[src/rtl/sel_step_control.sv]
// Multi-channel up/down selector stepped by debounced button edges, wrap or saturate; hold auto-repeat under AUTOREPEAT_EN.
// Latency: one cycle from first sampled press to sel/changed; no backpressure, every accepted event is applied.
module sel_step_control #(
    parameter int N_CH         = 2,
    parameter int W            = 2,
    parameter int MAX_VAL      = 2,
    parameter int DEFAULT_VAL  = 1,
    parameter int WRAP         = 1,
    parameter int REPEAT_DELAY = 25000000,
    parameter int REPEAT_RATE  = 10000000
) (
    input  logic              clk,
    input  logic              rst,
    input  logic              sw_on,
    input  logic [N_CH-1:0]   btn_up,
    input  logic [N_CH-1:0]   btn_dn,
    output logic [N_CH*W-1:0] sel,
    output logic [N_CH-1:0]   changed
);

    localparam logic [W-1:0] MAXV = W'(MAX_VAL);
    localparam logic [W-1:0] DEFV = W'(DEFAULT_VAL);

    generate
        if (MAX_VAL < 0 || MAX_VAL >= (1 << W) || DEFAULT_VAL < 0 || DEFAULT_VAL > MAX_VAL ||
            REPEAT_DELAY < 1 || REPEAT_RATE < 1) begin : g_bad_params
            $error("sel_step_control: illegal parameter set");
        end
    endgenerate

    logic [N_CH-1:0]   btn_up_q;
    logic [N_CH-1:0]   btn_dn_q;
    logic [N_CH-1:0]   up_ev;
    logic [N_CH-1:0]   dn_ev;
    logic [N_CH-1:0]   rep_up;
    logic [N_CH-1:0]   rep_dn;
    logic [N_CH*W-1:0] sel_nxt;
    logic [N_CH-1:0]   chg_nxt;

    assign up_ev = btn_up & ~btn_up_q;
    assign dn_ev = btn_dn & ~btn_dn_q;

    // Opposing requests cancel; an out-of-range value snaps to MAX_VAL on any attempt.
    function automatic logic [W-1:0] next_val(input logic [W-1:0] v, input logic up, input logic dn);
        logic [W-1:0] r;
        r = v;
        if (up && !dn) begin
            if (v > MAXV)       r = MAXV;
            else if (v == MAXV) r = (WRAP != 0) ? '0 : MAXV;
            else                r = v + 1'b1;
        end else if (dn && !up) begin
            if (v > MAXV)       r = MAXV;
            else if (v == '0)   r = (WRAP != 0) ? MAXV : '0;
            else                r = v - 1'b1;
        end
        return r;
    endfunction

    always_comb begin
        sel_nxt = sel;
        chg_nxt = '0;
        for (int k = 0; k < N_CH; k++) begin
            sel_nxt[k*W +: W] = next_val(sel[k*W +: W], up_ev[k] | rep_up[k], dn_ev[k] | rep_dn[k]);
            chg_nxt[k]        = (sel_nxt[k*W +: W] != sel[k*W +: W]);
        end
    end

    // History keeps tracking while disabled so a button held across sw_on rising never steps.
    always_ff @(posedge clk) begin
        if (rst) begin
            sel      <= {N_CH{DEFV}};
            changed  <= '0;
            btn_up_q <= '1;
            btn_dn_q <= '1;
        end else begin
            btn_up_q <= btn_up;
            btn_dn_q <= btn_dn;
            if (!sw_on) begin
                sel     <= {N_CH{DEFV}};
                changed <= '0;
            end else begin
                sel     <= sel_nxt;
                changed <= chg_nxt;
            end
        end
    end

`ifdef AUTOREPEAT_EN
    localparam int CNT_MAX = (REPEAT_DELAY > REPEAT_RATE) ? REPEAT_DELAY : REPEAT_RATE;
    localparam int CW      = $clog2(CNT_MAX + 1);
    localparam logic [CW-1:0] DLY_LAST  = CW'(REPEAT_DELAY - 1);
    localparam logic [CW-1:0] RATE_LAST = CW'(REPEAT_RATE - 1);

    typedef enum logic [1:0] {IDLE, DELAY, REPEAT} rpt_state_t;

    rpt_state_t      st_q  [N_CH];
    rpt_state_t      st_d  [N_CH];
    logic [CW-1:0]   cnt_q [N_CH];
    logic [CW-1:0]   cnt_d [N_CH];
    logic [N_CH-1:0] dir_q;
    logic [N_CH-1:0] dir_d;

    always_ff @(posedge clk) begin
        if (rst) begin
            for (int k = 0; k < N_CH; k++) begin
                st_q[k]  <= IDLE;
                cnt_q[k] <= '0;
            end
            dir_q <= '0;
        end else begin
            st_q  <= st_d;
            cnt_q <= cnt_d;
            dir_q <= dir_d;
        end
    end

    // dir_q=1 tracks the up button; the run continues only while that button is held alone.
    always_comb begin
        logic held;
        held   = 1'b0;
        st_d   = st_q;
        cnt_d  = cnt_q;
        dir_d  = dir_q;
        rep_up = '0;
        rep_dn = '0;
        for (int k = 0; k < N_CH; k++) begin
            held = dir_q[k] ? (btn_up[k] & ~btn_dn[k]) : (btn_dn[k] & ~btn_up[k]);
            case (st_q[k])
                IDLE: begin
                    if (sw_on && (up_ev[k] ^ dn_ev[k])) begin
                        st_d[k]  = DELAY;
                        cnt_d[k] = '0;
                        dir_d[k] = up_ev[k];
                    end
                end
                DELAY: begin
                    if (!sw_on || !held) begin
                        st_d[k] = IDLE;
                    end else if (cnt_q[k] == DLY_LAST) begin
                        st_d[k]   = REPEAT;
                        cnt_d[k]  = '0;
                        rep_up[k] = dir_q[k];
                        rep_dn[k] = ~dir_q[k];
                    end else begin
                        cnt_d[k] = cnt_q[k] + 1'b1;
                    end
                end
                REPEAT: begin
                    if (!sw_on || !held) begin
                        st_d[k] = IDLE;
                    end else if (cnt_q[k] == RATE_LAST) begin
                        cnt_d[k]  = '0;
                        rep_up[k] = dir_q[k];
                        rep_dn[k] = ~dir_q[k];
                    end else begin
                        cnt_d[k] = cnt_q[k] + 1'b1;
                    end
                end
                default: st_d[k] = IDLE;
            endcase
        end
    end
`else
    assign rep_up = '0;
    assign rep_dn = '0;
`endif

endmodule

[config.mk]
export PLATFORM = sky130hd
export DESIGN_NAME = sel_step_control
export DESIGN_NICKNAME = d
export VERILOG_FILES = /design/src/rtl/sel_step_control.sv
export SDC_FILE = /design/constraint.sdc
export NUM_CORES = 1
export LEC_CHECK = 0
export ABC_AREA = 1
export CORE_MARGIN = 3
export CORE_UTILIZATION = 45
export DETAILED_ROUTE_END_ITERATION = 7
export GPL_ROUTABILITY_DRIVEN = 0
export MAX_ROUTING_LAYER = met4
export PLACE_DENSITY = 0.72
export RECOVER_POWER = 50
export SLEW_MARGIN = 10
export SYNTH_ARGS = -nofsm -noshare
export SYNTH_HDL_FRONTEND = slang
export SYNTH_SLANG_ARGS = --single-unit
[constraint.sdc]
create_clock -name clk -period 1.8 [get_ports clk]
set_input_delay 0.36 -clock clk [delete_from_list [all_inputs] [get_ports clk]]
set_output_delay 0.36 -clock clk [all_outputs]
set_load 0.005 [all_outputs]
==> impl_metrics.env, run 1 <==
export IMPL_status="completed"
export IMPL_rows=12
export IMPL_crit_chain="clkdlybuf4s50_1"
export IMPL_grt_overflow_total=0
export IMPL_first_pass_iters=4
export IMPL_synth_seq_area_share_pct=32.7
export IMPL_synth_top_area_cell="dfxtp_1"
export IMPL_cts_sinks=10
export IMPL_finalSetupViolations=0
export IMPL_synth_distinct_cells=14
export IMPL_layout_drive_gt1_share_pct=8.57
export IMPL_rsz0062_at_grt="false"
export IMPL_post_drt_via_cell_ratio=4.66
export IMPL_cts_root_buf="clkbuf_4"
export IMPL_cpPeakStageDelay_ns=0.54
export IMPL_crit_type="flop to output port"
export IMPL_grt_pass1_wl_mm=1.90
export IMPL_drc=0
export IMPL_cts_setup_buffers=0
export IMPL_synth_top_cells_by_count="nand2_1, inv_1, dfxtp_1, nor2_1, ha_1"
export IMPL_drt_iter0_drc=14
export IMPL_min_path_type="flop to flop"
export IMPL_wire_per_inst_microns=8.48
export IMPL_reg2reg_from="sel[2]"
export IMPL_p_leak_nw=0.442
export IMPL_fin_total_pwr_mw=0.522
export IMPL_skew_ns=0.00251
export IMPL_grt_start_max_net_pins=7
export IMPL_htreeDepth=1
export IMPL_synthMostInstantiatedCell="nand2_1"
export IMPL_slew_viol_final=0
export IMPL_synthesis_area_sq_um=613
export IMPL_async_flop_share_pct=0
export IMPL_num_vias=554
export IMPL_drv_cap=0
export IMPL_numPortBuffers=12
export IMPL_postRouteAntennaNets=0
export IMPL_synth_ff_type="dfxtp_1"
export IMPL_setup_tns_ns=0
export IMPL_initial_core_util_pct=51.7
export IMPL_grt_pass1_vias=455
export IMPL_synth_top_area_share_pct=32.7
export IMPL_cts_buffers=3
export IMPL_critPathLaunch="sel[1]"
export IMPL_layout_nets=121
export IMPL_syn_inst=89
export IMPL_antenna_found_initial=0
export IMPL_slew_headroom_pct=86.3
export IMPL_cts_tree="done"
export IMPL_area_growth_pct=28.4
export IMPL_worstPathRequired_ns=1.44
export IMPL_power_density_mw_per_mm2=663
export IMPL_finalCritPeriodShare_pct=88.2
export IMPL_grt_usage_pct=13.9
export IMPL_peakVddDrop_v=0.000610
export IMPL_crit_fanout=6
export IMPL_post_cts_resized=0
export IMPL_die_height_microns=42.9
export IMPL_holdBufCountCts=0
export IMPL_utilization_pct=66.4
export IMPL_synthTopCellsByArea="dfxtp_1, ha_1, nand2_1, inv_1, nor2_1"
export IMPL_ys_warn_count=0
export IMPL_period_minus_slack_ns=1.59
export IMPL_crit_family="buffers and inverters"
export IMPL_worst_path_buf_inv=1
export IMPL_wl_mm=1.01
export IMPL_synth_edf_count=0
export IMPL_dieArea_sq_mm=0.00184
export IMPL_hold_viol=0
export IMPL_syn_nets=104
export IMPL_slowest_stage="clkdlybuf4s50_1"
export IMPL_cts_max_path_buffers=2
export IMPL_io_pins=13
export IMPL_max_slew_worst_pin_slew_ns=0.206
export IMPL_syn_area_per_cell_sq_um=6.89
export IMPL_critPathLaunchType="flop"
export IMPL_hold_start="sel[2]"
export IMPL_worstPathArrival_ns=1.23
export IMPL_fill_cells=112
export IMPL_clk_pin_slew_ns=0.06
export IMPL_dpl_hpwl_microns=833
export IMPL_coreArea_sq_mm=0.00119
export IMPL_antennaDiodeCount=0
export IMPL_clk_latency_ns=0.26
export IMPL_crit_path_end_kind="output port"
export IMPL_fmax_mhz=630
export IMPL_die_width_microns=42.9
export IMPL_hold_ws_ns=0.576
export IMPL_synth_seq_cells=10
registers in the layout, summed over array words and instances (netlist names):
register	flops
btn_dn_q	2
btn_up_q	2
changed	2
sel	4
final cells by class:
type	count	area [sq um]	area share (%)
multi-input combinational	64	357	45.3
sequential	10	200	25.4
timing repair buffer	12	120	15.3
inverter	15	56.3	7.15
clock buffer	4	36.3	4.61
tap	14	17.5	2.23
placed cells by master, fill, tap and decap left out, types with 2 or more instances in the layout:
cell type        synthesis  layout
nand3b_1                 4       4
inv_1                   14      15
nand3_1                  6       6
clkdlybuf4s50_1          0      11
ha_1                     8       8
or2_2                    2       2
nand4_1                  3       3
nor2_2                   2       2
clkbuf_4                 0       3
nand2_1                 25      25
o21ai_0                  2       2
nor2_1                  10      10
dfxtp_1                 10      10
per-layer routing:
metal / vias to the layer above / part of all wire [%] / track usage [%]
met2: 16 / 41 / 19.8
li1: 306 / - / -
met5: - / 0 / -
met3: 0 / 7.6 / 8.05
met4: 0 / 0 / 1.86
met1: 232 / 51 / 17.3
power breakdown:
part | total [mW] | internal (mW) | leakage, nW | switching (mW)
clock network | 0.199 | 0.123 | 0.0210 | 0.0766
registers | 0.239 | 0.232 | 0.0824 | 0.00734
logic | 0.0833 | 0.0416 | 0.338 | 0.0417
cell families after synthesis:
group                    synth area share, %
AO/OA/AOI/OAI                           1.63
adder cells (fa/ha/maj)                 16.3
buffers and inverters                   9.18
flip-flops                              32.7
AND/OR/NAND/NOR                         40.2
worst paths after layout:
path / end / slack (ns) / cells past startpoint
setup / recovery: sel[1] / 0.21 / 1
hold / removal: sel[2] / 0.58 / 2
setup reg to reg: changed[1] / 0.39 / 10
hold reg to reg: sel[2] / 0.58 / 2
through the flow:
step	instances	cell area, sq um	setup slack [ns]
6_report	119	787	0.213
5_1_grt	119	787	0.146
4_1_cts	119	787	0.196
3_5_place_dp	115	751	0.212
3_3_place_gp	115	751	0.226
2_1_floorplan	89	613	0.494
(Power assumes the default switching activity.)
==> inputs of run 2 (changes only) <==
--- a/config.mk
+++ b/config.mk
@@ -10,6 +10,7 @@
 export CORE_UTILIZATION = 45
 export DETAILED_ROUTE_END_ITERATION = 7
 export GPL_ROUTABILITY_DRIVEN = 0
+export GPL_TIMING_DRIVEN = 0
 export MAX_ROUTING_LAYER = met4
 export PLACE_DENSITY = 0.72
 export RECOVER_POWER = 50
==> impl_metrics.env, run 2 (same netlist as run 1, synthesis figures left out) <==
export IMPL_slew_viol_final=0
export IMPL_initial_core_util_pct=51.7
export IMPL_cts_max_path_buffers=2
export IMPL_post_cts_resized=0
export IMPL_rsz0062_at_grt="false"
export IMPL_slowest_stage="clkdlybuf4s50_1"
export IMPL_finalCritPeriodShare_pct=88.3
export IMPL_cts_buffers=3
export IMPL_crit_type="flop to output port"
export IMPL_p_int_mw=0.350
export IMPL_p_leak_nw=0.435
export IMPL_cts_tree="done"
export IMPL_critPathLaunchType="flop"
export IMPL_fill_cells=117
export IMPL_swShare_pct=27.4
export IMPL_power_frac_clock_pct=33.2
export IMPL_layout_drive_gt1_share_pct=7.69
export IMPL_first_pass_iters=4
export IMPL_io_pins=13
export IMPL_worstPathRequired_ns=1.44
export IMPL_die_width_microns=42.9
export IMPL_wire_per_inst_microns=9.40
export IMPL_mostFrequentLayoutCells="nand2_1, inv_1, nor2_1, dfxtp_1, clkdlybuf4s50_1"
export IMPL_power_switching_mw=0.132
export IMPL_place_inst=115
export IMPL_layout_cells_non_filler=118
export IMPL_crit_fanout=6
export IMPL_peakVddDrop_v=0.000505
export IMPL_postRouteAntennaNets=0
export IMPL_hold_viol=0
export IMPL_rows=12
export IMPL_numPortBuffers=12
export IMPL_worstPathArrival_ns=1.23
export IMPL_power_density_mw_per_mm2=625
export IMPL_crit_family="buffers and inverters"
export IMPL_area_growth_pct=25.7
export IMPL_drv_cap=0
export IMPL_grt_pass1_wl_mm=1.84
export IMPL_grt_pass1_vias=427
export IMPL_largest_reg_flops=4
export IMPL_num_vias=569
export IMPL_final_common_cell="nand2_1"
export IMPL_min_path_type="flop to flop"
export IMPL_dieArea_sq_mm=0.00184
export IMPL_antenna_found_initial=0
export IMPL_skew_ns=0.000526
export IMPL_coreArea_sq_mm=0.00119
export IMPL_cts_root_buf="clkbuf_4"
export IMPL_clk_latency_ns=0.26
export IMPL_finalSetupViolations=0
export IMPL_crit_chain="clkdlybuf4s50_1"
export IMPL_drc=0
export IMPL_period_minus_slack_ns=1.59
export IMPL_worst_path_buf_inv=1
export IMPL_max_slew_worst_pin_slew_ns=0.202
export IMPL_cts_sinks=10
export IMPL_dpl_hpwl_microns=852
export IMPL_setup_tns_ns=0
export IMPL_grt_usage_pct=13.9
export IMPL_cpPeakStageDelay_ns=0.53
export IMPL_die_height_microns=42.9
export IMPL_htreeDepth=1
export IMPL_wl_mm=1.11
export IMPL_crit_path_end_kind="output port"
export IMPL_fmax_mhz=629
export IMPL_seqPwrFrac_pct=49.6
export IMPL_grt_overflow_total=0
export IMPL_pwr_share_comb_pct=17.2
export IMPL_antennaDiodeCount=0
export IMPL_cts_setup_buffers=0
export IMPL_post_drt_via_cell_ratio=4.82
export IMPL_layout_nets=121
export IMPL_drt_iter0_drc=18
export IMPL_status="completed"
export IMPL_clk_pin_slew_ns=0.07
export IMPL_multi_input_area_sq_um=354
export IMPL_holdBufCountCts=0
export IMPL_grt_start_max_net_pins=7
export IMPL_slew_headroom_pct=86.5
export IMPL_regMostFlops="sel"
export IMPL_regArea_sq_um=200
## run 2: cell types whose count changed in the layout (fill, tap and decap cells not counted)
cell / delta
clkbuf_8: -1
nand2_1: +1
dlygate4sd3_1: +1
inv_2: +1
inv_1: -1
nand2_2: -1
clkdlybuf4s50_1: -1
## run 2: power by group through the flow
stage               logic (mW)  clock network [mW]  registers [mW]
finish                  0.0828               0.160           0.239
global route            0.0956               0.171           0.241
CTS                     0.0849               0.168           0.239
detailed placement      0.0845                   0           0.244
global placement        0.0829                   0           0.244
floorplan               0.0498                   0           0.244
## run 2: routing by layer
metal,wire length (microns),GRT usage (%),vias up
met4,44,11.2,0
met1,546,18.7,237
li1,-,-,306
met2,436,17.4,22
met5,0,-,-
met3,83,2.54,4
## run 2: through the flow
stage               setup slack, ns  utilization, %  hold slack, ns  power (mW)  area [sq um]
floorplan                     0.494               -           0.464       0.294           613
CTS                           0.198            65.2           0.569       0.492           773
finish                        0.210            65.0           0.566       0.482           771
global placement              0.218            63.3           0.555       0.327           751
global route                  0.164            65.0           0.598       0.507           771
detailed placement            0.190            63.3           0.559       0.329           751
## run 2: worst paths after layout
check / end / depth (start not counted) / start / slack [ns]
worst max register to register: changed[1] / 10 / sel[2] / 0.37
worst min-delay path: sel[1] / 2 / sel[1] / 0.57
worst max-delay path: sel[2] / 1 / sel[2] / 0.21
worst min register to register: sel[1] / 2 / sel[1] / 0.57
## run 2: layout make-up
class,instances,area share [%]
Timing Repair Buffer,12,15.6
Tap cell,14,2.27
Multi-Input combinational cell,64,45.9
Clock buffer,3,2.92
Inverter,15,7.31
Sequential cell,10,26.0
==> inputs of run 3 (changes only) <==
--- a/config.mk
+++ b/config.mk
@@ -18,3 +18,4 @@
 export SYNTH_ARGS = -nofsm -noshare
 export SYNTH_HDL_FRONTEND = slang
 export SYNTH_SLANG_ARGS = --single-unit
+export TNS_END_PERCENT = 10
==> constraint.sdc (replaced) <==
create_clock -name clk -period 1.8 [get_ports clk]
set_input_delay 0.54 -clock clk [delete_from_list [all_inputs] [get_ports clk]]
set_output_delay 0.54 -clock clk [all_outputs]
set_load 0.005 [all_outputs]
==> impl_metrics.env, run 3 (same netlist as run 1, synthesis figures left out) <==
export IMPL_power_density_mw_per_mm2=622
export IMPL_critPathLaunch="sel[2]"
export IMPL_drt_iter0_drc=17
export IMPL_largest_reg_flops=4
export IMPL_htreeDepth=1
export IMPL_layout_nets=121
export IMPL_cpPeakStageDelay_ns=0.51
export IMPL_clk_pin_slew_ns=0.07
export IMPL_worst_path_buf_inv=1
export IMPL_reg2reg_to="changed[1]"
export IMPL_status="completed"
export IMPL_first_pass_iters=4
export IMPL_finalCritPeriodShare_pct=94.3
export IMPL_slew_viol_final=0
export IMPL_crit_chain="clkdlybuf4s50_1"
export IMPL_peakVddDrop_v=0.000503
export IMPL_hold_viol=0
export IMPL_worstPathRequired_ns=1.26
export IMPL_initial_core_util_pct=51.7
export IMPL_dpl_worst_slack_ns=0.00953
export IMPL_wl_mm=1.11
export IMPL_rows=12
export IMPL_setup_slack_ns=0.102
export IMPL_skew_ns=0.000526
export IMPL_post_drt_via_cell_ratio=4.85
export IMPL_crit_type="flop to output port"
export IMPL_coreArea_sq_mm=0.00119
export IMPL_antenna_found_initial=0
export IMPL_final_common_cell="nand2_1"
export IMPL_layout_drive_gt1_share_pct=11.5
export IMPL_io_pins=13
export IMPL_critPathLaunchType="flop"
export IMPL_cts_buffers=3
export IMPL_drv_cap=0
export IMPL_die_width_microns=42.9
export IMPL_cts_root_buf="clkbuf_4"
export IMPL_worstPathArrival_ns=1.16
export IMPL_dpl_hpwl_microns=852
export IMPL_grt_usage_pct=13.9
export IMPL_setup_tns_ns=0
export IMPL_postRouteAntennaNets=0
export IMPL_numPortBuffers=12
export IMPL_wire_per_inst_microns=9.37
export IMPL_antennaDiodeCount=0
export IMPL_slew_headroom_pct=83.6
export IMPL_reg2reg_from="sel[2]"
export IMPL_cts_tree="done"
export IMPL_min_path_type="flop to flop"
export IMPL_crit_fanout=6
export IMPL_cts_sinks=10
export IMPL_reg2reg_slack_ns=0.46
export IMPL_crit_path_end_kind="output port"
export IMPL_rsz0062_at_grt="false"
export IMPL_die_height_microns=42.9
export IMPL_fmax_mhz=589
export IMPL_period_minus_slack_ns=1.70
export IMPL_dpl_cell_area_sq_um=751
export IMPL_cp_num_cells=1
export IMPL_cts_setup_buffers=0
export IMPL_utilization_pct=65.4
export IMPL_fill_cells=117
export IMPL_grt_pass1_vias=427
export IMPL_place_inst=115
export IMPL_finalSetupViolations=0
export IMPL_area_growth_pct=26.5
export IMPL_layout_cells_non_filler=118
export IMPL_drc=0
export IMPL_num_vias=572
export IMPL_dieArea_sq_mm=0.00184
export IMPL_slowest_stage="clkdlybuf4s50_1"
export IMPL_grt_start_max_net_pins=7
export IMPL_p_leak_nw=0.435
export IMPL_final_cell_area_sq_um=776
export IMPL_crit_family="buffers and inverters"
export IMPL_grt_overflow_total=0
export IMPL_cts_max_path_buffers=2
export IMPL_rr_worst_depth=10
export IMPL_clk_latency_ns=0.26
export IMPL_max_slew_worst_pin_slew_ns=0.245
export IMPL_grt_pass1_wl_mm=1.84
export IMPL_mostFrequentLayoutCells="nand2_1, inv_1, nor2_1"
export IMPL_regMostFlops="sel"
export IMPL_endpoint="sel[2]"
run 3: cell count changes in the layout (fill, tap and decap cells not counted):
cell             previous run  this run
dfxtp_1                    10         6
dfxtp_2                     0         4
clkdlybuf4s50_1            10         9
dlygate4sd3_1               2         3
nand2_1                    26        25
nand2_2                     0         1
nor2_1                     10        11
nor2_2                      2         1
run 3: how the worst min path moves through the flow:
| stage | endpoint | slack, ns | startpoint | cells past startpoint |
|---|---|---|---|---|
| floorplan | sel[1] | 0.54 | sel[1] | 2 |
| global placement | sel[1] | 0.56 | sel[1] | 2 |
| detailed placement | sel[1] | 0.56 | sel[1] | 2 |
| CTS | sel[1] | 0.57 | sel[1] | 2 |
| global route | sel[1] | 0.56 | sel[1] | 2 |
| finish | sel[1] | 0.53 | sel[1] | 2 |
run 3: layout make-up:
class                   instances  area, sq um  area share [%]
flip-flops and latches         10          205            26.5
inverters                      15         56.3            7.26
repair buffers                 12          120            15.5
multi-input cells              64          354            45.6
clock buffers                   3         22.5            2.90
well taps                      14         17.5            2.26
run 3: stage by stage:
step                hold slack, ns  total power, mW
floorplan                    0.536            0.294
global placement             0.555            0.327
detailed placement           0.559            0.329
CTS                          0.569            0.492
global route                 0.556            0.508
finish                       0.530            0.483
run 3: routing by layer:
layer	track usage, %	wire (microns)
met3	2.54	83
met5	-	0
met1	18.7	540
met2	17.4	438
met4	11.2	44
run 3: where the power goes:
group          internal, mW  switching [mW]  leakage [nW]
combinational        0.0407          0.0424         0.339
clock                0.0774          0.0828        0.0138
sequential            0.232         0.00720        0.0824
total                 0.350           0.132         0.435
run 3: repair_timing:
item | in CTS | in global routing
resized for setup | 0 | 4
hold buffers | 0 | 0
setup endpoints to repair | 0 | 4
